[src/rtl/sh_dreq_fifo_pkg.sv]
// sh_dreq_fifo_pkg: shared defaults, DREQ state encoding and control-register bit positions.
package sh_dreq_fifo_pkg;
  localparam int FIFO_DEPTH  = 8;
  localparam int BLOCK_WORDS = 4;
  localparam int LEN_WIDTH   = 16;
  localparam int CTRL_68S    = 0;
  localparam int CTRL_FULL   = 1;
  localparam int CTRL_OVF    = 2;
  typedef enum logic [1:0] {ST_IDLE, ST_REQ, ST_GAP} dreq_st_e;
  typedef logic [$clog2(FIFO_DEPTH):0] level_t;
endpackage

[src/rtl/sh_dreq_fifo_if.sv]
// sh_dreq_fifo_if: host register port plus SH-side read/DMAC handshake.
interface sh_dreq_fifo_if import sh_dreq_fifo_pkg::*; #(parameter int LEN_W = LEN_WIDTH);
  logic             HOST_LEN_WR;
  logic [LEN_W-1:0] HOST_LEN_DI;
  logic             HOST_START;
  logic             HOST_STOP;
  logic             HOST_DATA_WR;
  logic [15:0]      HOST_DATA_DI;
  logic             HOST_FULL;
  logic             HOST_ACTIVE;
  logic [LEN_W-1:0] HOST_LEN_DO;
  logic             HOST_OVF;
  logic             SH_RD;
  logic [15:0]      SH_DO;
  logic             DACK;
  logic             DREQ_N;
  logic             SH_EMPTY;
  modport slave (
    input  HOST_LEN_WR, HOST_LEN_DI, HOST_START, HOST_STOP, HOST_DATA_WR, HOST_DATA_DI, SH_RD, DACK,
    output HOST_FULL, HOST_ACTIVE, HOST_LEN_DO, HOST_OVF, SH_DO, DREQ_N, SH_EMPTY
  );
  modport master (
    output HOST_LEN_WR, HOST_LEN_DI, HOST_START, HOST_STOP, HOST_DATA_WR, HOST_DATA_DI, SH_RD, DACK,
    input  HOST_FULL, HOST_ACTIVE, HOST_LEN_DO, HOST_OVF, SH_DO, DREQ_N, SH_EMPTY
  );
endinterface

[src/rtl/sh_dreq_fifo_mem.sv]
// sh_dreq_fifo_mem: DEPTH x 16 show-ahead ring buffer; caller qualifies push/pop.
module sh_dreq_fifo_mem #(
  parameter int DEPTH = 8,
  localparam int AW = $clog2(DEPTH),
  localparam int LW = AW + 1
) (
  input  logic          i_clk,
  input  logic          i_rst,
  input  logic          i_ce,
  input  logic          i_flush,
  input  logic          i_push,
  input  logic          i_pop,
  input  logic [15:0]   i_din,
  output logic [15:0]   o_dout,
  output logic [LW-1:0] o_level,
  output logic [LW-1:0] o_level_nxt,
  output logic          o_full,
  output logic          o_empty
);
  logic [15:0]   r_mem [DEPTH];
  logic [AW-1:0] r_wptr, r_rptr;
  logic [LW-1:0] r_level;
  assign o_dout      = r_mem[r_rptr];
  assign o_level     = r_level;
  assign o_level_nxt = r_level + LW'(i_push) - LW'(i_pop);
  assign o_full      = r_level == LW'(DEPTH);
  assign o_empty     = r_level == '0;
  // Storage is cleared on reset so the head word reads zero out of reset.
  always_ff @(posedge i_clk) begin
    if (i_ce) begin
      if (i_rst) begin
        r_wptr  <= '0;
        r_rptr  <= '0;
        r_level <= '0;
        for (int i = 0; i < DEPTH; i++) r_mem[i] <= '0;
      end else if (i_flush) begin
        r_wptr  <= '0;
        r_rptr  <= '0;
        r_level <= '0;
      end else begin
        if (i_push) begin
          r_mem[r_wptr] <= i_din;
          r_wptr        <= r_wptr + 1'b1;
        end
        if (i_pop) r_rptr <= r_rptr + 1'b1;
        r_level <= o_level_nxt;
      end
    end
  end
endmodule

[src/rtl/sh_dreq_fifo.sv]
// sh_dreq_fifo: host-fed FIFO pacing an SH7604 DMAC channel via block-wise DREQ_N.
module sh_dreq_fifo import sh_dreq_fifo_pkg::*; #(
  parameter int DEPTH = FIFO_DEPTH,
  parameter int BLOCK = BLOCK_WORDS,
  parameter int LEN_W = LEN_WIDTH,
  localparam int LW = $clog2(DEPTH) + 1
) (
  input logic CLK,
  input logic RST,
  input logic CE,
  sh_dreq_fifo_if.slave bus
);
  logic [LW-1:0]    w_level, w_level_nxt, w_avail, r_bcnt, w_bcnt_nxt;
  logic             w_full, w_empty, w_push, w_pop, w_wr_ok, w_start_ok, w_stop;
  logic [LEN_W-1:0] r_len, w_len_nxt;
  logic             r_active, r_ovf, r_dreq_n;
  dreq_st_e         r_st, w_st_nxt;
  assign w_stop     = bus.HOST_STOP;
  assign w_pop      = bus.SH_RD & ~w_empty;
  assign w_wr_ok    = bus.HOST_DATA_WR & r_active & (r_len != '0) & ~w_stop;
  // A simultaneous pop frees the slot, so a full FIFO still accepts the push.
  assign w_push     = w_wr_ok & (~w_full | w_pop);
  assign w_start_ok = bus.HOST_START & (r_len != '0);
  assign w_avail    = w_level - LW'(w_pop);
  assign w_len_nxt  = (bus.HOST_LEN_WR & ~r_active) ? bus.HOST_LEN_DI : r_len - LEN_W'(w_push);
  sh_dreq_fifo_mem #(.DEPTH(DEPTH)) u_mem (
    .i_clk      (CLK),
    .i_rst      (RST),
    .i_ce       (CE),
    .i_flush    (w_stop),
    .i_push     (w_push),
    .i_pop      (w_pop),
    .i_din      (bus.HOST_DATA_DI),
    .o_dout     (bus.SH_DO),
    .o_level    (w_level),
    .o_level_nxt(w_level_nxt),
    .o_full     (w_full),
    .o_empty    (w_empty)
  );
  // Only DACKed reads count against the block; CPU reads just drain the FIFO.
  always_comb begin
    w_st_nxt   = r_st;
    w_bcnt_nxt = r_bcnt;
    if (w_stop) w_st_nxt = ST_IDLE;
    else case (r_st)
      ST_IDLE: begin
        if (r_active && w_avail >= LW'(BLOCK)) begin
          w_st_nxt   = ST_REQ;
          w_bcnt_nxt = LW'(BLOCK);
        end else if (r_active && r_len == '0 && w_avail != '0) begin
          w_st_nxt   = ST_REQ;
          w_bcnt_nxt = w_avail;
        end
      end
      ST_REQ: begin
        if (bus.SH_RD && bus.DACK) begin
          w_bcnt_nxt = r_bcnt - 1'b1;
          w_st_nxt   = (r_bcnt == LW'(1)) ? ST_GAP : ST_REQ;
        end
      end
      default: w_st_nxt = ST_IDLE;
    endcase
  end
  always_ff @(posedge CLK) begin
    if (CE) begin
      if (RST) begin
        r_len    <= '0;
        r_active <= 1'b0;
        r_ovf    <= 1'b0;
        r_st     <= ST_IDLE;
        r_bcnt   <= '0;
        r_dreq_n <= 1'b1;
      end else begin
        r_len    <= w_len_nxt;
        r_ovf    <= w_stop ? r_ovf : w_start_ok ? 1'b0 : r_ovf | (w_wr_ok & w_full & ~w_pop);
        r_active <= w_stop ? 1'b0 : w_start_ok ? 1'b1 :
                    (w_len_nxt == '0 && w_level_nxt == '0) ? 1'b0 : r_active;
        r_st     <= w_st_nxt;
        r_bcnt   <= w_bcnt_nxt;
        r_dreq_n <= w_st_nxt != ST_REQ;
      end
    end
  end
  assign bus.HOST_FULL   = w_full;
  assign bus.SH_EMPTY    = w_empty;
  assign bus.HOST_ACTIVE = r_active;
  assign bus.HOST_LEN_DO = r_len;
  assign bus.HOST_OVF    = r_ovf;
  assign bus.DREQ_N      = r_dreq_n;
endmodule

[src/flat_wrapper.sv]
// flat-port wrapper written by rule: the top's interface ports become plain ports
module sh_dreq_fifo_flat import sh_dreq_fifo_pkg::*;
#(
  parameter int DEPTH = FIFO_DEPTH,
  parameter int BLOCK = BLOCK_WORDS,
  parameter int LEN_W = LEN_WIDTH,
  localparam int LW = $clog2(DEPTH) + 1
)
  (CLK, RST, CE, bus_HOST_LEN_WR, bus_HOST_LEN_DI, bus_HOST_START, bus_HOST_STOP, bus_HOST_DATA_WR, bus_HOST_DATA_DI, bus_SH_RD, bus_DACK, bus_HOST_FULL, bus_HOST_ACTIVE, bus_HOST_LEN_DO, bus_HOST_OVF, bus_SH_DO, bus_DREQ_N, bus_SH_EMPTY);
  sh_dreq_fifo_if #(.LEN_W(LEN_W)) bus_i ();
  input logic CLK;
  input logic RST;
  input logic CE;
  input wire logic [$bits(bus_i.HOST_LEN_WR)-1:0] bus_HOST_LEN_WR;
  input wire logic [$bits(bus_i.HOST_LEN_DI)-1:0] bus_HOST_LEN_DI;
  input wire logic [$bits(bus_i.HOST_START)-1:0] bus_HOST_START;
  input wire logic [$bits(bus_i.HOST_STOP)-1:0] bus_HOST_STOP;
  input wire logic [$bits(bus_i.HOST_DATA_WR)-1:0] bus_HOST_DATA_WR;
  input wire logic [$bits(bus_i.HOST_DATA_DI)-1:0] bus_HOST_DATA_DI;
  input wire logic [$bits(bus_i.SH_RD)-1:0] bus_SH_RD;
  input wire logic [$bits(bus_i.DACK)-1:0] bus_DACK;
  output wire logic [$bits(bus_i.HOST_FULL)-1:0] bus_HOST_FULL;
  output wire logic [$bits(bus_i.HOST_ACTIVE)-1:0] bus_HOST_ACTIVE;
  output wire logic [$bits(bus_i.HOST_LEN_DO)-1:0] bus_HOST_LEN_DO;
  output wire logic [$bits(bus_i.HOST_OVF)-1:0] bus_HOST_OVF;
  output wire logic [$bits(bus_i.SH_DO)-1:0] bus_SH_DO;
  output wire logic [$bits(bus_i.DREQ_N)-1:0] bus_DREQ_N;
  output wire logic [$bits(bus_i.SH_EMPTY)-1:0] bus_SH_EMPTY;
  assign bus_i.HOST_LEN_WR = bus_HOST_LEN_WR;
  assign bus_i.HOST_LEN_DI = bus_HOST_LEN_DI;
  assign bus_i.HOST_START = bus_HOST_START;
  assign bus_i.HOST_STOP = bus_HOST_STOP;
  assign bus_i.HOST_DATA_WR = bus_HOST_DATA_WR;
  assign bus_i.HOST_DATA_DI = bus_HOST_DATA_DI;
  assign bus_i.SH_RD = bus_SH_RD;
  assign bus_i.DACK = bus_DACK;
  assign bus_HOST_FULL = bus_i.HOST_FULL;
  assign bus_HOST_ACTIVE = bus_i.HOST_ACTIVE;
  assign bus_HOST_LEN_DO = bus_i.HOST_LEN_DO;
  assign bus_HOST_OVF = bus_i.HOST_OVF;
  assign bus_SH_DO = bus_i.SH_DO;
  assign bus_DREQ_N = bus_i.DREQ_N;
  assign bus_SH_EMPTY = bus_i.SH_EMPTY;
  sh_dreq_fifo #(.DEPTH(DEPTH), .BLOCK(BLOCK), .LEN_W(LEN_W)) u_core (.CLK(CLK), .RST(RST), .CE(CE), .bus(bus_i));
endmodule
[config.mk]
export PLATFORM = sky130hd
export DESIGN_NAME = sh_dreq_fifo_flat
export DESIGN_NICKNAME = d
export VERILOG_FILES = /design/src/rtl/sh_dreq_fifo_pkg.sv /design/src/rtl/sh_dreq_fifo_if.sv /design/src/rtl/sh_dreq_fifo_mem.sv /design/src/rtl/sh_dreq_fifo.sv /design/src/flat_wrapper.sv
export SDC_FILE = /design/constraint.sdc
export NUM_CORES = 1
export LEC_CHECK = 0
export BUFFER_PORTS_ARGS = -buffer_cell sky130_fd_sc_hd__buf_2
export CORE_UTILIZATION = 62
export CTS_BUF_LIST = sky130_fd_sc_hd__clkbuf_8
export DETAILED_ROUTE_END_ITERATION = 8
export GPL_TIMING_DRIVEN = 0
export PLACE_DENSITY = 0.83
export REMOVE_ABC_BUFFERS = 1
export SYNTH_ARGS = -nofsm -noshare
export SYNTH_HDL_FRONTEND = slang
export SYNTH_SLANG_ARGS = --single-unit
[constraint.sdc]
create_clock -name CLK -period 3.6 [get_ports CLK]
set_input_delay 0.72 -clock CLK [delete_from_list [all_inputs] [get_ports CLK]]
set_output_delay 0.72 -clock CLK [all_outputs]
set_load 0.005 [all_outputs]
# Yosys cells after proc, flatten, opt, wreduce, memory -nomap -nowiden
# Memories as Yosys holds them, arrays and structs flattened. A register that Yosys moved wholly into a read port is not among the register bits.
# Cells that the tools add are included.
# totals
in_bits	41
ramBits	128
memories	1
ff_bits	35
output_inout_bits	37
# mem_list
memory	words	width	read_ports	rd_ports_with_merged_regs	wr	line_no	text
u_core.u_mem.r_mem	8	16	1	1	8	sh_dreq_fifo_mem.sv:20	logic [15:0] r_mem [DEPTH];
# classes
magnitude_cmp	1
bitwise	16
n_addsub	7
eq_ne	7
n_mux	31
reduce_logical	23
# ops
cell	n
$logic_not 16->1	2
$mux 16	2
$mux 4	4
$reduce_bool 16->1	1
$reduce_or 16->1	1
$sub 16x1->16	1
$mux 3	5
$mux 1	13
$mux 2	5
$and 1x1->1	9
$reduce_bool 3->1	3
$logic_not 4->1	2
$pmux 4 s2	1
$reduce_and 2->1	4
$reduce_bool 4->1	2
$sub 4x1->4	2
$add 3x1->3 const B	2
$logic_and 1x1->1	5
$not 1->1	5
$reduce_and 5->1	1
$add 4x1->4	1
$eq 4x1->1 const B	1
$eq 4x4->1 const B	1
$ge 4x3->1 const B	1
other kinds (10)	11

# Longest topological paths before layout
# logic_depth
ltp_word	12
ltp_mapped	16
ltp_nobuf	16

# Hierarchy
# Synthesis repeated with hierarchy kept, for this count alone.
# hier_totals
cells_unflattened	603
area_unflattened_um2	8530.7
# modules_own_cells
mod	seq_area_each_um2	cells_each	area_each_um2	instances
sh_dreq_fifo_mem	4204.0	417	6742.7	1
sh_dreq_fifo	750.7	186	1788.0	1

# Least setup slack after synthesis
# Ideal clock, no wire load.
# synth_path
kind	input-to-reg
start	input port bus_HOST_STOP
end	register u_core.r_active (netlist: u_core.bus.HOST_ACTIVE), enable pin
arrival_time_ns	3.067
setup_slack_ns	0.213
setup_time_ns	0.320
stages	11
path_cell_list	nand3b_1 > a21oi_1 > nor2b_1 > ha_1 > ha_1 > or3b_2 > nor4_1 > xnor2_1 > a21oi_1 > a211o_1 > o31ai_1
# synth_between
elab_chain_len	9
# synth_rtl
item	line_no	text
start: declaration	flat_wrapper.sv:17	input wire logic [$bits(bus_i.HOST_STOP)-1:0] bus_HOST_STOP;
$not 1->1	sh_dreq_fifo.sv:20	assign w_wr_ok = bus.HOST_DATA_WR & r_active & (r_len != '0) & ~w_stop;
$and 1x1->1	sh_dreq_fifo.sv:20	
$and 1x1->1	sh_dreq_fifo.sv:22	assign w_push = w_wr_ok & (~w_full | w_pop);
$sub 16x1->16 or $add 4x1->4 (tied branches)	sh_dreq_fifo.sv:25, sh_dreq_fifo_mem.sv:25	
$mux 16 or $sub 4x1->4 (tied branches)	sh_dreq_fifo.sv:25, sh_dreq_fifo_mem.sv:25	
$logic_not 16->1 or $logic_not 4->1 (tied branches)	sh_dreq_fifo.sv:77	(w_len_nxt == '0 && w_level_nxt == '0) ? 1'b0 : r_active;
$logic_and 1x1->1	sh_dreq_fifo.sv:77	
$reduce_bool 4->1 (no source line) *	n/a	
$reduce_and 2->1 (no source line) *	n/a	
end signal: assignment	sh_dreq_fifo.sv:76	r_active <= w_stop ? 1'b0 : w_start_ok ? 1'b1 :
end: declaration	sh_dreq_fifo.sv:16	logic r_active, r_ovf, r_dreq_n;
# Mark *: on every way between the ends. The rest lies on a longest branch, timed or not.
# A chain may end at the register's enable or synchronous reset.

# Worst setup path after layout
# layout_path
start	register u_core.r_len[4] (netlist: u_core.bus.HOST_LEN_DO[4])
end	register u_core.r_active (netlist: u_core.bus.HOST_ACTIVE), enable pin
# layout_between
elab_chain_len	10
# layout_rtl
item	line_no	text
start: declaration	sh_dreq_fifo.sv:15	logic [LEN_W-1:0] r_len, w_len_nxt;
start signal: assignment	sh_dreq_fifo.sv:74	r_len <= w_len_nxt;
$reduce_bool 16->1	sh_dreq_fifo.sv:20, sh_dreq_fifo.sv:23	
$and 1x1->1 (2 in series)	sh_dreq_fifo.sv:20	
$and 1x1->1	sh_dreq_fifo.sv:22	
$sub 16x1->16 or $add 4x1->4 (tied branches)	sh_dreq_fifo.sv:25, sh_dreq_fifo_mem.sv:25	
$mux 16 or $sub 4x1->4 (tied branches)	sh_dreq_fifo.sv:25, sh_dreq_fifo_mem.sv:25	
$logic_not 16->1 or $logic_not 4->1 (tied branches)	sh_dreq_fifo.sv:77	
$logic_and 1x1->1	sh_dreq_fifo.sv:77	
$reduce_bool 4->1 (no source line) *	n/a	
$reduce_and 2->1 (no source line) *	n/a	
# Marks and branches as above.

==> results.sh <==
export IMPL_status="finished, violations left"
export IMPL_violations="negative setup slack"
export IMPL_setup_violations=1
export IMPL_leakage_uw=0.00354
export IMPL_fin_area_um2=9460
export IMPL_min_period_over_period_pct=102
export IMPL_cts_tree="built"
export IMPL_dr_first_iter_drc_count=393
export IMPL_slowest_stage="or4_4"
export IMPL_nets=729
export IMPL_gr_total_overflow=0
export IMPL_io_pins=78
export IMPL_fin_crit_ns=3.67
export IMPL_placed_area_um2=8890
export IMPL_route_detailed_drc=0
export IMPL_crit_family="simple AND/OR/NAND/NOR gates"
export IMPL_async_flop_share_pct=0
export IMPL_tightest_slew_ns=1.15
export IMPL_min_path_type="reg2reg"
export IMPL_synth_top_area_share_pct=58.9
export IMPL_synth_cell_types=58
export IMPL_synth_top_cell_by_area="edfxtp_1"
export IMPL_grt_first_pass_wirelength_um=28000
export IMPL_clockBufferDepth=2
export IMPL_io_buffers=77
export IMPL_critPathRequiredTime_ns=3.76
export IMPL_hold_viol_final=0
export IMPL_placementRows=41
export IMPL_cts_buffers=17
export IMPL_place_gp_congestion=0.886
export IMPL_slew_viol_final=0
export IMPL_die_area_um2=13900
export IMPL_synth_area_um2=8310
export IMPL_grt_max_degree=33
export IMPL_pre_cts_ws_ns=-0.819
export IMPL_power_uw=4090
export IMPL_start_util_pct=64.8
export IMPL_worst_ep_arrival_time_ns=3.83
export IMPL_final_layout_size_suffix_gt1_share_pct=31.8
export IMPL_fmax_mhz=273
export IMPL_cts_root_buf="clkbuf_8"
export IMPL_vias=5141
export IMPL_synth_edf_count=163
export IMPL_hpwl_um=11400
export IMPL_yosysMostFrequentCell="edfxtp_1"
export IMPL_antenna_found_initial=0
export IMPL_fin_cells=857
export IMPL_maxCapViolations=0
export IMPL_drtAntennaViolNets=0
export IMPL_clk_latency_ns=0.46
export IMPL_synth_avg_cell_area_um2=14.2
export IMPL_dominantRegCellSynth="edfxtp_1"
export IMPL_synthCells=585
export IMPL_dieWidth_um=118
export IMPL_cp_num_buf_inv=0
export IMPL_grt_pass1_vias=5470
export IMPL_via_per_inst=6.00
export IMPL_yosysSeqAreaShare_pct=59.6
export IMPL_tns_ns=-0.0688
export IMPL_ir_worst_vdd_mv=0.227
export IMPL_path_clk_slew_ns=0.09
export IMPL_cpPeakStageDelay_ns=0.62
export IMPL_cts_sinks=166
export IMPL_crit_chain="or4_4 -> nor3_4 -> a21oi_1 -> nor2b_2 -> ha_2 -> ha_1 -> xnor2_2 -> and4_1 -> o2111ai_2 -> nor4_2 -> nand4b_1 -> o31ai_2"
export IMPL_coreArea_um2=12800
export IMPL_htree_levels=4
export IMPL_clock_skew_ns=0.00915
export IMPL_wl_um=17900
export IMPL_drtPass1Iterations=5
export IMPL_holdBufCountCts=0
export IMPL_ys_ff_latch=166
export IMPL_synth_common_cells="edfxtp_1 (163), and2_1 (138), nor2_1 (33)"
export IMPL_endpoint_kind="flop"
export IMPL_path_max_fanout=6
export IMPL_dp_cells=813
export IMPL_rsz0062_at_grt="true"
export IMPL_path_class="reg2reg"
export IMPL_setup_ws_ns=-0.0688
export IMPL_pwr_density_cell_nw_per_um2=433
export IMPL_fp_dieH_um=118
export IMPL_syn2layout_area_growth_pct=13.8
export IMPL_synth_area_leaders="edfxtp_1 (59%), and2_1 (10%), mux4_2 (8.7%), mux2_2 (2.6%), ha_1 (2.3%)"
export IMPL_critPathLaunchType="flop"
export IMPL_ys_warn_count=0
export IMPL_diodes=0
export IMPL_grt_usage_pct=27.1
export IMPL_wl_per_cell_um=20.9
export IMPL_relSlewSlack_pct=23.4
[area by class of cell]
| class | instances | area (µm²) |
|---|---|---|
| multi-input combinational | 375 | 3250 |
| inverter | 18 | 67.6 |
| tap | 172 | 215 |
| clock inverter | 15 | 179 |
| clock buffer | 17 | 234 |
| sequential | 166 | 4960 |
| timing repair buffer | 94 | 548 |
| fill | 817 | 3370 |
[state kept, by name, indices dropped and copies added (netlist names), named ones only]
register,cells
u_core.bus.HOST_LEN_DO,16
u_core.u_mem.o_level,4
u_core.bus.HOST_ACTIVE,1
u_core.u_mem.r_wptr,3
u_core.u_mem.r_mem,128
u_core.u_mem.r_rptr,3
u_core.bus.DREQ_N,1
u_core.bus.HOST_OVF,1
u_core.r_st,2
u_core.r_bcnt,4
[final timing paths]
| check | from | endpoint | slack [ns] | cells after the start |
|---|---|---|---|---|
| worst max-delay path | u_core.bus.HOST_LEN_DO[4] | u_core.bus.HOST_ACTIVE | -0.07 | 12 |
| worst min-delay path | u_core.u_mem.r_rptr[1] | flop | 0.52 | 1 |
| worst max register to register | u_core.bus.HOST_LEN_DO[4] | u_core.bus.HOST_ACTIVE | -0.07 | 12 |
| worst min register to register | u_core.u_mem.r_rptr[1] | flop | 0.52 | 1 |
[per-stage QoR]
step                      hold WS [ns]  util [%]
after global routing             0.557      73.7
after global placement           0.499      68.5
after floorplan                  0.480         -
final                            0.520      73.7
after CTS                        0.527      72.7
after detailed placement         0.511      69.3
[power by group]
part	total (µW)	internal, µW	switching [µW]	leakage, µW
clock network	1390	687	702	0.000192
registers	2260	2190	72.9	0.00165
logic	442	219	224	0.00169
[worst register-to-register path: cells and delay by family (launching register included)]
family          cells  cell delay (ns)
compound gates      3             0.54
simple gates        6             1.73
xor+xnor            1             0.18
fa+ha+maj           2             0.49
flops               1             0.44
[what timing repair did]
action | in CTS | in global routing
gates resized for setup | 7 | 11
setup buffers | 0 | 12
pin swaps | 0 | 9
setup endpoints to repair | 51 | 37
[cells in the final DEF (no fill, tap or decap), types with 4 or more instances in the layout]
cell type	netlist	routed
edfxtp_1	163	163
a31oi_1	4	4
buf_4	1	12
o22ai_2	0	4
o21ai_0	5	5
a21oi_1	11	11
xnor2_1	13	12
nor3_1	8	6
nor4_1	8	7
xor2_1	6	6
a211oi_1	4	4
mux2i_1	4	4
ha_1	15	14
mux2_2	19	19
nor2_2	5	4
inv_1	17	17
a21o_2	0	4
nand2b_1	4	4
buf_2	7	77
and2_1	138	138
clkinvlp_4	0	6
clkbuf_8	0	17
nor2_1	33	33
mux4_2	32	32
nand2_1	7	7
[kinds of logic (layout without fill, tap and decap cells)]
kind of cell	Yosys count	count (layout)	share of synthesized area [%]
mux	55	55	11.7
buf+inv	44	144	2.29
xor+xnor	19	19	2.00
compound gates	46	46	3.93
simple gates	239	239	17.9
fa+ha+maj	16	16	2.50
flops	166	166	59.6
[per-layer routing]
layer	GRT usage (%)	wire [µm]
met5	0	0
met1	32.6	7010
met4	13.3	577
met2	46.9	9280
met3	5.33	1050
Power figures use the tool's default switching activity.
